[src/rtl/prbs31_loss_monitor.sv]
// ============================================================================
// prbs31_loss_monitor : windowed error counter, flags loss of lock
// Revision            : 1.0
// ============================================================================
`default_nettype none

module prbs31_loss_monitor #(
    parameter int WIN_LEN     = 64,
    parameter int LOSS_THRESH = 8
) (
    input  logic clk,
    input  logic rst,
    input  logic clear,
    input  logic bit_valid,
    input  logic bit_err,
    output logic loss
);

    localparam int CNT_W = (WIN_LEN > 1) ? $clog2(WIN_LEN) : 1;
    localparam int EW    = $clog2(LOSS_THRESH + 1);

    logic [CNT_W-1:0] win_cnt_q, win_cnt_d;
    logic [EW-1:0]    win_err_q, win_err_d;
    logic [EW-1:0]    win_err_inc;

    always_comb begin
        win_cnt_d   = win_cnt_q;
        win_err_d   = win_err_q;
        loss        = 1'b0;
        win_err_inc = win_err_q + EW'(bit_err);
        if (clear) begin
            win_cnt_d = '0;
            win_err_d = '0;
        end else if (bit_valid) begin
            // Loss is judged on the count including this bit, before any wrap.
            if (bit_err && (win_err_inc == EW'(LOSS_THRESH))) begin
                loss = 1'b1;
            end
            if (win_cnt_q == CNT_W'(WIN_LEN - 1)) begin
                win_cnt_d = '0;
                win_err_d = '0;
            end else begin
                win_cnt_d = win_cnt_q + CNT_W'(1);
                win_err_d = win_err_inc;
            end
        end
    end

    always_ff @(posedge clk or posedge rst) begin
        if (rst) begin
            win_cnt_q <= '0;
            win_err_q <= '0;
        end else begin
            win_cnt_q <= win_cnt_d;
            win_err_q <= win_err_d;
        end
    end

endmodule

`default_nettype wire

[config.mk]
export PLATFORM = sky130hd
export DESIGN_NAME = prbs31_loss_monitor
export DESIGN_NICKNAME = d
export VERILOG_FILES = /design/src/rtl/prbs31_loss_monitor.sv
export SDC_FILE = /design/constraint.sdc
export NUM_CORES = 1
export LEC_CHECK = 0
export BUFFER_PORTS_ARGS = -buffer_cell sky130_fd_sc_hd__clkbuf_2
export CORE_ASPECT_RATIO = 1.25
export CORE_MARGIN = 4
export CORE_UTILIZATION = 25
export DETAILED_ROUTE_END_ITERATION = 7
export SETUP_SLACK_MARGIN = 0.05
export SYNTH_ARGS = -nofsm -noshare
export SYNTH_HDL_FRONTEND = slang
export SYNTH_SLANG_ARGS = --single-unit
[constraint.sdc]
create_clock -name clk -period 1.7 [get_ports clk]
set_input_delay 0.085 -clock clk [delete_from_list [all_inputs] [get_ports clk]]
set_output_delay 0.085 -clock clk [all_outputs]
set_load 0.02 [all_outputs]
==> Yosys cells after proc, flatten, opt, wreduce, memory -nomap -nowiden <==
Cells that the tools add are included.
{ "classes": {"add_sub_neg": 2, "eq_ne": 2, "mux": 9, "reduce_logical": 2} }
{ "ops": {"columns": ["operator", "count"], "rows": [
  ["$mux 6", 3],
  ["$mux 4", 3],
  ["$add 6x1->6 const B", 1],
  ["$eq 6x6->1 const B", 1],
  ["$add 4x1->4", 1],
  ["$eq 4x4->1 const B", 1],
  ["$mux 1", 3],
  ["$reduce_bool 2->1", 1],
  ["$logic_and 1x1->1", 1]
]} }
{ "totals": {"reg_bits": 10, "input_bits": 5, "output_inout_bits": 1, "elab_cells": 17} }

==> Logic depth before layout (Yosys ltp) <==
{ "logic_depth": {"ltp_word": 6, "depth_mapped": 5, "ltp_nobuf": 5} }

==> Worst setup path after synthesis <==
No wires, ideal clock.
{ "synth_path": {"path_type": "reg-to-output", "from": "register win_err_q[0]", "to": "output port loss", "arrival_time_ns": 1.629, "required_ns": 1.615, "setup_slack_ns": -0.014, "path_stages_with_launch": 6, "path_buffers": 0, "path_cell_list": "dfrtp_1 > ha_1 > ha_1 > nor2_1 > nand3_1 > nor4_1"} }
{ "synth_between": {"elab_chain_len": 6} }
{ "synth_lines": {"columns": ["element", "line_no", "text"], "rows": [
  ["from (decl)", "23", "logic [EW-1:0] win_err_q, win_err_d;"],
  ["from (signal assigned)", "55", "win_err_q <= win_err_d;"],
  ["$add 4x1->4", "30", "win_err_inc = win_err_q + EW'(bit_err);"],
  ["$eq 4x4->1", "36", "if (bit_err && (win_err_inc == EW'(LOSS_THRESH))) begin"],
  ["$logic_and 1x1->1", "36", null],
  ["$mux 1", "36", null],
  ["$mux 1", "34", "end else if (bit_valid) begin"],
  ["$mux 1", "31", "if (clear) begin"],
  ["to (decl)", "16", "output logic loss"]
]} }
Every way passes these cells.

==> Final worst setup path <==
Ends and elaborated chain as after synthesis.

==> results_dict.tcl <==
set metrics [dict create \
    ys_async_sr_fraction_pct 100 \
    synth.most_common_cell "dfrtp_1" \
    final_area_sq_um 688 \
    final-setup-viol-count 0 \
    floorplan.initialDensity_pct 27.4 \
    worstMarginPinSlew_ps 383 \
    power.density_cell_area_nw_per_um2 669 \
    largest_net_degree_at_the_start_of_global_routing 13 \
    synthTopCellsByCount "dfrtp_1 (10), nand2_1 (9), a21oi_1 (6), nor2_1 (6)" \
    period_minus_slack_ps 1680 \
    share_of_post_route_cells_with_drive_strength_above_1_pct 21.4 \
    maxCapViolCount 0 \
    detail-route-antenna-nets 0 \
    cp_data_required_time_ps 1620 \
    setup.worst_path.end_class "output pin" \
    chipWidth_um 50.4 \
    max-vdd-ir-drop_v 0.000243 \
    multi_input_gate_area_sq_um 325 \
    std_cell_rows 18 \
    globalRoute.busiestLayer "met2" \
    numPortBuffers 5 \
    clk_pin_slew_ps 60 \
    wl_per_cell_um 11.4 \
    tritoncts "built" \
    post-layout-total-power_mw 0.460 \
    result_of_the_run "finished, final reports clean" \
    timing.final.max_slew_violations 0 \
    overall_overflow_remaining_after_global_route 0 \
    post-route-util_pct 33.6 \
    use_met2_pct 16.4 \
    worst_case_hold_slack_ps 163 \
    routabilityCongestion 0.698 \
    clockBufferDepth 2 \
    proportion_of_synthesized_chip_area_in_sequential_cells_pct 44.6 \
    total_nets_after_synthesis 70 \
    grt_pass1_vias 475 \
    dr.pass1.iters 2 \
    cts.root.buffer_cell "clkbuf_4" \
    setup.worst_path.class "flip-flop to output pin" \
    placedInstanceArea_sq_um 621 \
    yosysTopAreaCell "dfrtp_1" \
    dp_hpwl_um 819 \
    finClkSkew_ps 0.429 \
    achievable-frequency_ghz 0.595 \
    ys_warn_count 0 \
    critical_path.max_stage_delay_ps 390 \
    start_kind "flip-flop" \
    synth-edff-count 0 \
    layout.filler_cells 217 \
    synth_cells 62 \
    first_iter_violations 3 \
    synth.cell_area_sq_um 561 \
    path_max_fanout 2 \
    grt_setup_unrepaired "yes" \
    cts_htree_levels 1 \
    synth_top_cells_by_area "dfrtp_1 (45%), ha_1 (6.7%), xor2_1 (6.3%), nand2_1 (6.0%), a21oi_1 (5.4%)" \
    met3_track_usage_gr_pct 3.19 \
    detailroute.via_count 486 \
    insertedDiodeCount 0 \
    worst_hold_path_type "input port to flip-flop" \
    grt_use_met1_pct 9.95 \
    worstSkewPairLatency_ps 260 \
    gr-usage-all-layers_pct 9.61 \
    ys.flop_type "dfrtp_1" \
    final_hold_vio_count 0 \
    antenna_found_initial 0 \
    die_h_um 60.9 \
    postRouteWirelength_mm 1.14 \
    portion_of_synthesized_cell_area_occupied_by_the_leading_cell_type_pct 44.6 \
    sequential_cell_area_sq_um 250 \
    dp_slack_ps 230 \
    post-route-worst-setup-slack_ps 20.7 \
    tritoncts_num_sinks 10 \
    cts_buffers 3 \
    floorplan.die_area_sq_um 3070 \
    finalNetCount 80 \
    critical_path.slowest_cell "dfrtp_1" \
    static-leakage-power_nw 0.274 \
    timing.max_slew.rel_slack_pct 74.5 \
    critPathArrivalTime_ps 1590 \
    core_area_sq_um 2050 \
    synth_seq_cells 10 \
    syn2layout_area_growth_pct 22.8 \
    path_cells "ha_2, ha_4, xnor2_2, nand3_1, nor4_2, buf_4" \
    finalCritPeriodShare_pct 98.8 \
    viasPerCell 4.86 \
    top_level_ports 6 \
    synth.lib_cells_used.distinct 22 \
    post_synth.cell_area_avg_sq_um 9.04 \
    post-route-drc-count 0 \
    grt_pass1_wl_mm 2.11 \
]
[cell type report]
cell class                 instances  share of cell area (%)
clock buffer                       3                    3.27
inverter                           2                    1.09
multi-input combinational         48                    47.3
sequential                        10                    36.4
tap                               30                    5.45
timing repair buffer               7                    6.55
[critical path: cells and delay by family, from the launching register on]
family / cells / cell delay (ps)
DFF: 1 / 390
and+or+nand+nor: 2 / 260
xor gates and xnor gates: 1 / 130
buffers and inverters: 1 / 180
adders and majority gates: 2 / 380
[power by group]
part,total (mW),switching [mW],internal (mW)
Clock,0.156,0.0743,0.0815
Combinational,0.0521,0.0299,0.0223
Sequential,0.252,0.00826,0.244
[kinds of logic after synthesis]
group           synth area share (%)
compound gates                  16.7
xor+xnor                        7.81
buf+inv                         2.90
simple gates                    21.2
fa+ha+maj                       6.70
flops                           44.6
[sequential cells by signal, indices dropped and copies added (netlist names)]
name	flops
win_err_q	4
win_cnt_q	6
[cell usage in the layout, fill, tap and decap left out]
cell type	n
inv_1	2
a311oi_1	1
nand4_2	1
xnor2_2	1
nor2b_1	1
ha_1	1
a41oi_1	1
nand3_1	4
nor3_1	1
buf_4	2
clkbuf_2	4
or3_1	1
nor4_2	1
xor2_1	4
nor2_1	5
a21oi_1	6
o21ai_0	3
o41ai_1	1
clkbuf_4	3
nand4_1	1
ha_2	1
dfrtp_1	10
nand2_1	9
nor2_2	1
o211ai_1	3
ha_4	1
dlygate4sd3_1	1
[through the flow]
| step | TNS, ps | std cells |
|---|---|---|
| final | 0 | 100 |
| after global routing | -101 | 100 |
| after CTS | 0 | 100 |
| after detailed placement | 0 | 95 |
| after global placement | 0 | 95 |
| after floorplan | 0 | 62 |
[worst paths after layout]
check                                               from                        to  slack, ps  cells after the start
worst max-delay path            win_err_q[0]$_DFFE_PP0P_                      loss         20                      6
max in group asynchronous                            rst  win_err_q[0]$_DFFE_PP0P_       1100                      3
worst max register to register  win_cnt_q[0]$_DFFE_PP0P_  win_cnt_q[3]$_DFFE_PP0P_        290                      4
min in group asynchronous                            rst  win_err_q[3]$_DFFE_PP0P_        330                      3
worst min-delay path                               clear  win_cnt_q[0]$_DFFE_PP0P_        160                      2
worst min register to register  win_err_q[3]$_DFFE_PP0P_  win_err_q[3]$_DFFE_PP0P_        500                      2
[routing by layer]
| layer | wire [um] | vias up | share of wire [%] |
|---|---|---|---|
| li1 | - | 239 | - |
| met1 | 488 | 237 | 43 |
| met2 | 581 | 6 | 51 |
| met3 | 46 | 4 | 4.0 |
| met4 | 27 | 0 | 2.4 |
| met5 | 0 | - | 0 |
[what timing repair did]
item                       in CTS  in global routing
buffers inserted                1                  0
hold buffers                    1                  0
resized for setup               4                  2
pin swaps                       3                  0
setup endpoints to repair       1                  1
hold endpoints to repair       10                  0
Note: power is estimated with default switching activity, not from simulation.
